### config.mk
export PLATFORM = sky130hd
export DESIGN_NAME = branch_predictor_flat
export DESIGN_NICKNAME = d
export VERILOG_FILES = /design/src/rtl/branch_predictor_pkg.sv /design/src/rtl/branch_predictor_if.sv /design/src/rtl/branch_predictor_sat_counter_2bit.sv /design/src/rtl/branch_predictor.sv /design/src/flat_wrapper.sv
export SDC_FILE = /design/constraint.sdc
export NUM_CORES = 2
export LEC_CHECK = 0
export CAP_MARGIN = 25
export CORE_ASPECT_RATIO = 1.75
export CORE_MARGIN = 1.5
export CORE_UTILIZATION = 45
export DETAILED_ROUTE_END_ITERATION = 12
export SLEW_MARGIN = 20
export SYNTH_ARGS = -nofsm -noshare
export SYNTH_HDL_FRONTEND = slang
export SYNTH_SLANG_ARGS = --single-unit
### constraint.sdc
create_clock -name clk_i -period 14.4 [get_ports clk_i]
set_input_delay 4.32 -clock clk_i [delete_from_list [all_inputs] [get_ports clk_i]]
set_output_delay 4.32 -clock clk_i [all_outputs]
set_load 0.05 [all_outputs]
### src/rtl/branch_predictor_pkg.sv
`default_nettype none
// ============================================================================
// Module      : branch_predictor_pkg
// Description : Shared definitions for the fetch-side branch predictor:
//               2-bit saturating counter encodings, default table index
//               width and the sequential PC increment.
// Ports       : none (package)
// Revision    : 1.0 - initial release
// ============================================================================
package branch_predictor_pkg;

  // Counter encoding: MSB is the taken prediction.
  typedef enum logic [1:0] {
    CTR_SNT = 2'b00,  // strongly not taken
    CTR_WNT = 2'b01,  // weakly not taken
    CTR_WT  = 2'b10,  // weakly taken
    CTR_ST  = 2'b11   // strongly taken
  } ctr_e;

  localparam int          DEFAULT_INDEX_BITS = 4;
  localparam logic [31:0] PC_INCR            = 32'd4;

endpackage : branch_predictor_pkg
`default_nettype wire

### src/rtl/branch_predictor_if.sv
`default_nettype none
// ============================================================================
// Module      : branch_predictor_if
// Description : Bundles the fetch lookup, EX resolution, redirect and
//               statistics signals of the branch predictor.
// Ports       : master - pipeline side (drives IF/EX, observes outputs)
//               slave  - predictor side
// Revision    : 1.0 - initial release
// ============================================================================
interface branch_predictor_if;

  // Fetch-stage lookup
  logic [31:0] if_pc;
  logic        pred_taken;
  logic [31:0] pred_target;

  // EX-stage resolution
  logic        ex_valid;
  logic        ex_branch;
  logic        ex_taken;
  logic [31:0] ex_pc;
  logic [31:0] ex_target;
  logic        ex_pred_taken;
  logic [31:0] ex_pred_target;

  // Redirect to the PC mux
  logic        mispredict;
  logic [31:0] correct_pc;

  // Statistics
  logic [31:0] branch_count;
  logic [31:0] mispred_count;

  modport master (
    output if_pc, ex_valid, ex_branch, ex_taken, ex_pc, ex_target,
           ex_pred_taken, ex_pred_target,
    input  pred_taken, pred_target, mispredict, correct_pc,
           branch_count, mispred_count
  );

  modport slave (
    input  if_pc, ex_valid, ex_branch, ex_taken, ex_pc, ex_target,
           ex_pred_taken, ex_pred_target,
    output pred_taken, pred_target, mispredict, correct_pc,
           branch_count, mispred_count
  );

endinterface : branch_predictor_if
`default_nettype wire

### src/rtl/branch_predictor_sat_counter_2bit.sv
`default_nettype none
// ============================================================================
// Module      : branch_predictor_sat_counter_2bit
// Description : Combinational next state of a 2-bit saturating counter.
//               Taken moves toward ST, not-taken toward SNT; both ends hold.
// Ports       : ctr_i   - current counter state
//               taken_i - resolved outcome
//               ctr_o   - next counter state
// Revision    : 1.0 - initial release
// ============================================================================
module branch_predictor_sat_counter_2bit
  import branch_predictor_pkg::*;
(
  input  ctr_e ctr_i,
  input  logic taken_i,
  output ctr_e ctr_o
);

  always_comb begin
    ctr_o = ctr_i;
    case (ctr_i)
      CTR_SNT: ctr_o = taken_i ? CTR_WNT : CTR_SNT;
      CTR_WNT: ctr_o = taken_i ? CTR_WT  : CTR_SNT;
      CTR_WT:  ctr_o = taken_i ? CTR_ST  : CTR_WNT;
      CTR_ST:  ctr_o = taken_i ? CTR_ST  : CTR_WT;
      default: ctr_o = ctr_i;
    endcase
  end

endmodule : branch_predictor_sat_counter_2bit
`default_nettype wire

### src/rtl/branch_predictor.sv
`default_nettype none
// ============================================================================
// Module      : branch_predictor
// Description : Direct-mapped table of 2-bit saturating counters with tag,
//               valid and target fields. Predicts taken/target for the fetch
//               PC combinationally, trains on the EX resolution, and issues a
//               registered one-cycle mispredict redirect.
// Ports       : clk_i  - system clock (CLK), rising edge
//               rst_ni - asynchronous active-low reset (RESET)
//               bp     - slave side of branch_predictor_if (IF lookup, EX
//                        resolution, redirect, branch/mispredict counts)
// Revision    : 1.0 - initial release
// ============================================================================
module branch_predictor
  import branch_predictor_pkg::*;
#(
  parameter int INDEX_BITS = DEFAULT_INDEX_BITS,
  parameter int TAG_BITS   = 30 - INDEX_BITS
) (
  input  logic               clk_i,
  input  logic               rst_ni,
  branch_predictor_if.slave  bp
);

  localparam int ENTRIES = 1 << INDEX_BITS;

  // --------------------------------------------------------------------------
  // Table storage
  // --------------------------------------------------------------------------
  logic                valid_q  [ENTRIES];
  logic [TAG_BITS-1:0] tag_q    [ENTRIES];
  logic [31:0]         target_q [ENTRIES];
  ctr_e                ctr_q    [ENTRIES];

  // --------------------------------------------------------------------------
  // Lookup (reads the registered table, so a same-cycle EX update to the
  // same entry is only seen from the next cycle)
  // --------------------------------------------------------------------------
  logic [INDEX_BITS-1:0] if_idx;
  logic [TAG_BITS-1:0]   if_tag;
  logic                  if_hit;

  assign if_idx = bp.if_pc[INDEX_BITS+1:2];
  assign if_tag = bp.if_pc[31:INDEX_BITS+2];
  assign if_hit = valid_q[if_idx] && (tag_q[if_idx] == if_tag);

  assign bp.pred_taken  = if_hit && ctr_q[if_idx][1];
  assign bp.pred_target = bp.pred_taken ? target_q[if_idx] : (bp.if_pc + PC_INCR);

  // --------------------------------------------------------------------------
  // Training
  // --------------------------------------------------------------------------
  logic [INDEX_BITS-1:0] ex_idx;
  logic [TAG_BITS-1:0]   ex_tag;
  logic                  ex_hit;
  ctr_e                  ctr_trained;

  assign ex_idx = bp.ex_pc[INDEX_BITS+1:2];
  assign ex_tag = bp.ex_pc[31:INDEX_BITS+2];
  assign ex_hit = valid_q[ex_idx] && (tag_q[ex_idx] == ex_tag);

  branch_predictor_sat_counter_2bit u_sat_counter (
    .ctr_i   (ctr_q[ex_idx]),
    .taken_i (bp.ex_taken),
    .ctr_o   (ctr_trained)
  );

  logic                entry_we;
  logic                entry_valid_d;
  logic [TAG_BITS-1:0] entry_tag_d;
  logic [31:0]         entry_target_d;
  ctr_e                entry_ctr_d;

  always_comb begin
    entry_we       = 1'b0;
    entry_valid_d  = valid_q[ex_idx];
    entry_tag_d    = tag_q[ex_idx];
    entry_target_d = target_q[ex_idx];
    entry_ctr_d    = ctr_q[ex_idx];
    if (bp.ex_valid) begin
      if (bp.ex_branch) begin
        if (ex_hit) begin
          entry_we    = 1'b1;
          entry_ctr_d = ctr_trained;
          // Rewriting on every taken resolution keeps JALR targets current.
          if (bp.ex_taken) begin
            entry_target_d = bp.ex_target;
          end
        end else if (bp.ex_taken) begin
          entry_we       = 1'b1;
          entry_valid_d  = 1'b1;
          entry_tag_d    = ex_tag;
          entry_target_d = bp.ex_target;
          entry_ctr_d    = CTR_WT;
        end
      end else if (ex_hit) begin
        // A non-branch matched an entry: the entry is stale, drop it.
        entry_we      = 1'b1;
        entry_valid_d = 1'b0;
      end
    end
  end

  always_ff @(posedge clk_i or negedge rst_ni) begin
    if (!rst_ni) begin
      for (int i = 0; i < ENTRIES; i++) begin
        valid_q[i]  <= 1'b0;
        tag_q[i]    <= '0;
        target_q[i] <= 32'h0;
        ctr_q[i]    <= CTR_WNT;
      end
    end else if (entry_we) begin
      valid_q[ex_idx]  <= entry_valid_d;
      tag_q[ex_idx]    <= entry_tag_d;
      target_q[ex_idx] <= entry_target_d;
      ctr_q[ex_idx]    <= entry_ctr_d;
    end
  end

  // --------------------------------------------------------------------------
  // Mispredict detection, redirect and statistics
  // --------------------------------------------------------------------------
  logic        mp;
  logic        mispredict_q;
  logic [31:0] correct_pc_q;
  logic [31:0] correct_pc_d;
  logic [31:0] branch_count_q;
  logic [31:0] branch_count_d;
  logic [31:0] mispred_count_q;
  logic [31:0] mispred_count_d;

  always_comb begin
    mp = 1'b0;
    if (bp.ex_valid) begin
      if (bp.ex_branch) begin
        mp = (bp.ex_taken != bp.ex_pred_taken) ||
             (bp.ex_taken && (bp.ex_target != bp.ex_pred_target));
      end else begin
        mp = bp.ex_pred_taken;
      end
    end
  end

  always_comb begin
    correct_pc_d    = correct_pc_q;
    branch_count_d  = branch_count_q;
    mispred_count_d = mispred_count_q;
    if (mp) begin
      correct_pc_d    = (bp.ex_branch && bp.ex_taken) ? bp.ex_target
                                                      : (bp.ex_pc + PC_INCR);
      mispred_count_d = mispred_count_q + 32'd1;
    end
    if (bp.ex_valid && bp.ex_branch) begin
      branch_count_d = branch_count_q + 32'd1;
    end
  end

  always_ff @(posedge clk_i or negedge rst_ni) begin
    if (!rst_ni) begin
      mispredict_q    <= 1'b0;
      correct_pc_q    <= 32'h0;
      branch_count_q  <= 32'h0;
      mispred_count_q <= 32'h0;
    end else begin
      mispredict_q    <= mp;
      correct_pc_q    <= correct_pc_d;
      branch_count_q  <= branch_count_d;
      mispred_count_q <= mispred_count_d;
    end
  end

  assign bp.mispredict    = mispredict_q;
  assign bp.correct_pc    = correct_pc_q;
  assign bp.branch_count  = branch_count_q;
  assign bp.mispred_count = mispred_count_q;

endmodule : branch_predictor
`default_nettype wire

### src/flat_wrapper.sv
// flat-port wrapper written by rule: the top's interface ports become plain ports
module branch_predictor_flat import branch_predictor_pkg::*;
#(
  parameter int INDEX_BITS = DEFAULT_INDEX_BITS,
  parameter int TAG_BITS   = 30 - INDEX_BITS
)
  (clk_i, rst_ni, bp_if_pc, bp_ex_valid, bp_ex_branch, bp_ex_taken, bp_ex_pc, bp_ex_target, bp_ex_pred_taken, bp_ex_pred_target, bp_pred_taken, bp_pred_target, bp_mispredict, bp_correct_pc, bp_branch_count, bp_mispred_count);
  branch_predictor_if bp_i ();
  input  logic clk_i;
  input  logic rst_ni;
  input wire logic [$bits(bp_i.if_pc)-1:0] bp_if_pc;
  input wire logic [$bits(bp_i.ex_valid)-1:0] bp_ex_valid;
  input wire logic [$bits(bp_i.ex_branch)-1:0] bp_ex_branch;
  input wire logic [$bits(bp_i.ex_taken)-1:0] bp_ex_taken;
  input wire logic [$bits(bp_i.ex_pc)-1:0] bp_ex_pc;
  input wire logic [$bits(bp_i.ex_target)-1:0] bp_ex_target;
  input wire logic [$bits(bp_i.ex_pred_taken)-1:0] bp_ex_pred_taken;
  input wire logic [$bits(bp_i.ex_pred_target)-1:0] bp_ex_pred_target;
  output wire logic [$bits(bp_i.pred_taken)-1:0] bp_pred_taken;
  output wire logic [$bits(bp_i.pred_target)-1:0] bp_pred_target;
  output wire logic [$bits(bp_i.mispredict)-1:0] bp_mispredict;
  output wire logic [$bits(bp_i.correct_pc)-1:0] bp_correct_pc;
  output wire logic [$bits(bp_i.branch_count)-1:0] bp_branch_count;
  output wire logic [$bits(bp_i.mispred_count)-1:0] bp_mispred_count;
  assign bp_i.if_pc = bp_if_pc;
  assign bp_i.ex_valid = bp_ex_valid;
  assign bp_i.ex_branch = bp_ex_branch;
  assign bp_i.ex_taken = bp_ex_taken;
  assign bp_i.ex_pc = bp_ex_pc;
  assign bp_i.ex_target = bp_ex_target;
  assign bp_i.ex_pred_taken = bp_ex_pred_taken;
  assign bp_i.ex_pred_target = bp_ex_pred_target;
  assign bp_pred_taken = bp_i.pred_taken;
  assign bp_pred_target = bp_i.pred_target;
  assign bp_mispredict = bp_i.mispredict;
  assign bp_correct_pc = bp_i.correct_pc;
  assign bp_branch_count = bp_i.branch_count;
  assign bp_mispred_count = bp_i.mispred_count;
  branch_predictor #(.INDEX_BITS(INDEX_BITS), .TAG_BITS(TAG_BITS)) u_core (.clk_i(clk_i), .rst_ni(rst_ni), .bp(bp_i));
endmodule
; ---- Yosys cells after proc, flatten, opt, wreduce, memory -nomap -nowiden
; Cells that the tools add are included.
[op_classes]
add_sub_neg = 4
eq_ne = 7
magnitude_cmp = 3
n_bitwise = 2
muxes = 66
n_reduce_logical = 9
[op_table]
columns = cell, n
row1 = 512-bit bitwise mux, 1
row2 = 416-bit bitwise mux, 1
row3 = 32-bit two-way mux, 10
row4 = 32-bit binary-select mux with 4-bit select, 2
row5 = 26-bit two-way mux, 9
row6 = 26-bit binary-select mux with 4-bit select, 2
row7 = 32-bit demux with 4-bit select, 1
row8 = 26-bit demux with 4-bit select, 1
row9 = "32-bit by 1-bit adder with 32-bit output, second input constant", 2
row10 = "32-bit by 3-bit adder with 32-bit output, second input constant", 2
row11 = 26-bit == test, 2
row12 = 32-bit bitwise mux, 1
row13 = 32-bit inequality test, 1
row14 = 2-bit two-way mux, 11
row15 = 1-bit two-way mux, 19
row16 = 2-bit binary-select mux with 4-bit select, 2
row17 = 16-bit bitwise mux, 1
row18 = "5-bit >= comparator, second input constant", 2
row19 = 4-bit inverter with 5-bit output, 2
row20 = 1-bit binary-select mux with 4-bit select, 2
row21 = 2-bit demux with 4-bit select, 1
row22 = 2-bit case mux with 4 select lines, 1
row23 = 1-bit logical AND, 7
row24 = "5-bit by 1-bit less-than comparator with 1-bit output, second input constant", 1
row25 = other kinds (6), 7
[totals]
elab_cells = 159
out_inout_bits = 130
inputBits = 134
register_bits = 1073

; ---- Logic depth before layout (Yosys ltp)
[logic_depth]
depth_word = 10
ltp_mapped = 17
ltp_nobuf = 10

; ---- Cells and area by module
; A second synthesis with hierarchy kept.
[unflattened]
cells_unflattened = 3972
hier_area_um2 = 58753.8
[modules_own_cells]
columns = mod, instances, area_each_um2, cells_each, seq_area_each_um2
row1 = branch_predictor, 1, 58727.6, 3969, 26870.8
row2 = branch_predictor_sat_counter_2bit, 1, 26.3, 3, 0.0

; ---- Worst setup path after synthesis
; OpenSTA, ideal clock, no wires.
[synth_timing]
path_kind = input to output
from = input bp_if_pc[2]
to = output bp_pred_target[2]
setup_slack_ps = 1908
cell_stages = 13
required_ps = 10080
t_arrival_ps = 8172
n_path_buf = 6
cell_sequence = buf_2 -> buf_4 -> buf_2 -> buf_2 -> buf_2 -> mux4_2 -> a211oi_1 -> a21oi_1 -> xnor2_1 -> nand4_1 -> nor4_4 -> buf_2 -> o21ai_0
[synth_between]
elab_chain_len = 8
elab_cells_between_ends = 18
cone_classes = add/sub (1) / eq/ne (1) / mux (13) / bitwise (1) / reduce/logical (2)
[synth_rtl]
columns = element, line_no
row1 = from (decl), flat_wrapper.sv:11  ; input wire logic [$bits(bp_i.if_pc)-1:0] bp_if_pc;
row2 = 4-bit inverter with 5-bit output (not written as such) *, "branch_predictor.sv:45, branch_predictor.sv:47"
row3 = 26-bit binary-select mux with 4-bit select, branch_predictor.sv:45  ; assign if_hit = valid_q[if_idx] && (tag_q[if_idx] == if_tag);
row4 = 26-bit two-way mux (not written as such) (2 in series), branch_predictor.sv:45
row5 = 26-bit == test, branch_predictor.sv:45
row6 = 1-bit logical AND, branch_predictor.sv:45
row7 = 1-bit logical AND *, branch_predictor.sv:47  ; assign bp.pred_taken = if_hit && ctr_q[if_idx][1];
row8 = net bp_pred_taken, flat_wrapper.sv:19  ; output wire logic [$bits(bp_i.pred_taken)-1:0] bp_pred_taken;
row9 = 32-bit two-way mux *, branch_predictor.sv:48  ; assign bp.pred_target = bp.pred_taken ? target_q[if_idx] : (bp.if_pc + PC_INCR);
row10 = to (decl), flat_wrapper.sv:20  ; output wire logic [$bits(bp_i.pred_target)-1:0] bp_pred_target;
; Mark *: on every way through the listed nets, which the timed path passes. The rest lies on a longest branch. The select of a mux whose other input is x is not followed.

; ---- Final worst setup path
[layout_timing]
from = input bp_if_pc[2]
to = output bp_pred_target[1]
[layout_between]
elab_chain_len = 8
elab_cells_between_ends = 17
cone_classes = eq/ne (1) / mux (13) / bitwise (1) / reduce/logical (2)
[layout_rtl]
columns = element, line_no
row1 = 4-bit inverter with 5-bit output (not written as such) *, "branch_predictor.sv:45, branch_predictor.sv:47, branch_predictor.sv:48"
row2 = 26-bit binary-select mux with 4-bit select, branch_predictor.sv:45
row3 = 26-bit two-way mux (not written as such) (2 in series), branch_predictor.sv:45
row4 = 26-bit == test, branch_predictor.sv:45
row5 = 1-bit logical AND, branch_predictor.sv:45
row6 = 1-bit logical AND, branch_predictor.sv:47
row7 = 32-bit two-way mux *, branch_predictor.sv:48
; Every way passes the cells marked *; elsewhere a longest branch is shown, timed or not. The select of a mux whose other input is x is not followed.

==> metrics.csv <==
stage,metric,value,unit
critical_path,crit_fanout,73,
critical_path,critical_path_class,input pin to output port,
yosys,syn_nets,5184,
worst_hold_path,hold_path.class,flop to flop,
yosys,synthArstFlopShare,100,%
sta,fin_tns_setup,0,ns
pwr,leakagePower,27.2,nW
pwr,irDropWorstVdd,103,uV
yosys,yosys_warnings,0,
yosys,yosys_most_used_dff,dfrtp_1,
sta,slew_headroom,22.9,%
sta,finalSetupViolCount,0,
cts,htree_num_levels,3,
cts,insertion_delay,0.75,ns
route,vias,42300,
grt,grt_max_degree,176,
layout,layout_commonest_cell,dfrtp_1,
route,post_drt_wl_per_cell,28.0,um
critical_path,cp-end-kind,output port,
sta,maxSlewViolCount,0,
outcome,status,"finished, final reports clean",
worst_hold_path,hold_path_end,u_core.bp.mispred_count[31]$_DFFE_PN0P_,
sta,max_freq,0.0748,GHz
sta,finalClockSkew,0.0678,ns
grt,grt_overflow,0,
sta,finalHoldViolations,0,
cts,cts_buffer_depth,3,
route,vias_per_cell,6.18,
sta,fin_crit_sh,92.9,%
pwr,pwr-share-comb,23.6,%
layout,final_core_util,51.5,%
floorplanning,die_y,474,um
cts,cts_resized,0,
critical_path,rr_startpoint,u_core.tag_q[302]$_DFFE_PN0P_,
yosys,synth_edf_count,0,
layout,n_fill_cell,11200,
route,drc_errors,0,
pwr,power_frac_seq,44.0,%
yosys,ys_types,65,
critical_path,setup.worst_path.start_class,input pin,
route,ant_nets,0,
yosys,netlist_instances,5043,
sta,grt_setup_unrepaired,no,
pwr,sw_frac_of_total,31.0,%
floorplanning,die_w,272,um
pwr,finalPower,9.03,mW
placement,place_congestion,0.865,
floorplanning,start_util,45.4,%
grt,grt_pass1_vias,42700,
worst_hold_path,hold_depth,1,
yosys,yosysSeqAreaShare,47.1,%
cts,clkSinkCount,1073,
floorplanning,placementRows,172,
pwr,clockPowerShare,32.3,%
placement,dp_hpwl,122000,um
layout,final_cell_mix,"dfrtp_1 (1057), nor2_1 (789), a21oi_1 (751)",
worst_hold_path,hp-start,u_core.bp.mispred_count[31]$_DFFE_PN0P_,
critical_path,cp.arrival,9.06,ns
route,drt_iter0_drc,4231,
run,drv_cap,0,
placement,numPortBuffers,263,
cts,hold_buffers,0,
pwr,power.switching,2.80,mW
layout,drive_gt1_share,18.6,%
yosys,synthesis.area,57100,sq um
layout,nNetsFinal,5242,
critical_path,r2r_slack,8.89,ns
route,routed_wl,191000,um
grt,grt_pass1_wl,284000,um
yosys,synth-seq-cells,1073,
sta,worst_pin_slew,1.16,ns
critical_path,rr_endpoint,u_core.tag_q[301]$_DFFE_PN0P_,
sta,period_needed,13.38,ns
route,first_pass_iters,5,
yosys,avgSynthCellArea,11.3,sq um
grt,antenna_found_initial,6,
critical_path,worstRegToRegCells,11,
grt,grt_usage,29.9,%
cts,cts_setup_buffers,0,
cts,cts-root-buf,clkbuf_16,
floorplanning,die_area,129000,sq um
floorplanning,core,126000,sq um
layout,area_delta_synth_final,13.4,%
cts,numCtsBuffers,100,
pwr,power_density,139,nW/um^2
cts,cts_tree,built,
pwr,p_int,6.23,mW
floorplanning,ioPinCount,264,
cts,clkTransAtPathRegs,0.07,ns
critical_path,critPathRequiredTime,10.08,ns
==> critical path: stages <==
cell,delay [ns]
buf_8,0.60
buf_4,0.69
mux4_2,0.58
nor2b_1,0.14
a211oi_1,0.25
a21oi_1,0.19
xnor2_1,0.34
nand4_1,0.19
nor4_4,0.23
buf_12,0.33
mux2_2,0.38
clkdlybuf4s50_1,0.70
==> Yosys cell counts (6+ instances only) <==
cell type,count,area share (%)
a22oi_1,11,0.14
dfstp_2,16,0.74
ha_1,7,0.15
nor2b_1,12,0.13
nand3_1,54,0.47
mux4_2,528,21
xnor2_1,134,2.1
nor4_1,6,0.066
nor2_1,789,5.2
buf_4,25,0.33
buf_1,39,0.26
dfrtp_1,1057,46
a221oi_1,11,0.17
and3_1,24,0.26
a211oi_1,7,0.092
nand4_1,31,0.34
mux2i_1,233,4.1
nand2b_1,6,0.066
clkbuf_1,179,1.2
nor3_1,12,0.11
xor2_1,74,1.1
a22o_1,6,0.092
buf_2,199,1.7
mux2_2,35,0.69
o21ai_0,255,2.2
o22ai_1,12,0.13
and4_1,9,0.14
and2_1,6,0.066
a21oi_1,751,6.6
inv_1,92,0.60
nand2_1,345,2.3
a211oi_4,10,0.35
==> worst max-delay path by stage <==
stage / cells past startpoint / end / startpoint
floorplan: 13 / bp_pred_target[2] / bp_if_pc[2]
CTS: 13 / bp_pred_target[1] / bp_if_pc[2]
finish: 12 / bp_pred_target[1] / bp_if_pc[2]
detailed placement: 13 / bp_pred_target[1] / bp_if_pc[2]
global placement: 13 / bp_pred_target[1] / bp_if_pc[2]
global route: 13 / bp_pred_target[1] / bp_if_pc[2]
==> stage by stage <==
stage | hold WS (ns) | std cells | area [sq um] | setup WS, ns
CTS | 0.474 | 6831 | 64600 | 1.00
global placement | 0.459 | 6642 | 61000 | 1.04
detailed placement | 0.465 | 6646 | 61100 | 1.02
floorplan | 0.457 | 5043 | 57100 | 1.91
global route | 0.492 | 6838 | 64800 | 0.601
finish | 0.474 | 6839 | 64800 | 1.02
==> cell families (layout without fill, tap and decap cells) <==
family / count (synthesis) / count (layout) / share of synthesized area, %
compound gates: 1101 / 1101 / 10.4
xor+xnor: 208 / 208 / 3.19
fa+ha+maj: 7 / 7 / 0.153
buf+inv: 543 / 684 / 4.24
flops: 1073 / 1073 / 47.1
mux: 796 / 796 / 25.6
other cells: 0 / 2 / 0
simple gates: 1315 / 1315 / 9.40
==> metal layers <==
metal / global-route usage [%] / up-vias / share of wire, %
met3: 6.27 / 459 / 8.3
met1: 37.1 / 21700 / 38
met5: 0 / - / 0.022
met4: 15.0 / 6 / 5.5
met2: 49.6 / 1861 / 49
li1: - / 18200 / -
==> registers in the layout, indices dropped and copies added, names as in the netlist <==
signal,flops
u_core.target_q,512
u_core.tag_q,416
u_core.bp.branch_count,32
u_core.bp.correct_pc,32
u_core.bp.mispred_count,32
u_core.ctr_q,32
u_core.valid_q,16
u_core.bp.mispredict,1
==> power groups by stage <==
stage | Clock (mW) | Sequential (mW) | Combinational, mW
after floorplan | 0 | 3.96 | 1.42
after global placement | 0 | 3.99 | 2.08
after detailed placement | 0 | 4.02 | 2.13
after CTS | 2.96 | 3.96 | 2.14
after global routing | 3.08 | 4.03 | 2.31
final | 2.92 | 3.97 | 2.13
==> layout make-up <==
| class | instances | area (sq um) | share of cell area [%] |
|---|---|---|---|
| Inverter | 94 | 353 | 0.545 |
| Clock buffer | 140 | 2840 | 4.39 |
| Multi-Input combinational cell | 3427 | 28000 | 43.2 |
| Timing Repair Buffer | 405 | 3940 | 6.09 |
| Clock inverter | 45 | 713 | 1.10 |
| Tap cell | 1653 | 2070 | 3.19 |
| Antenna cell | 2 | 5.00 | 0.00773 |
| Sequential cell | 1073 | 26900 | 41.5 |
No activity file was read; power rests on OpenSTA's default activity.
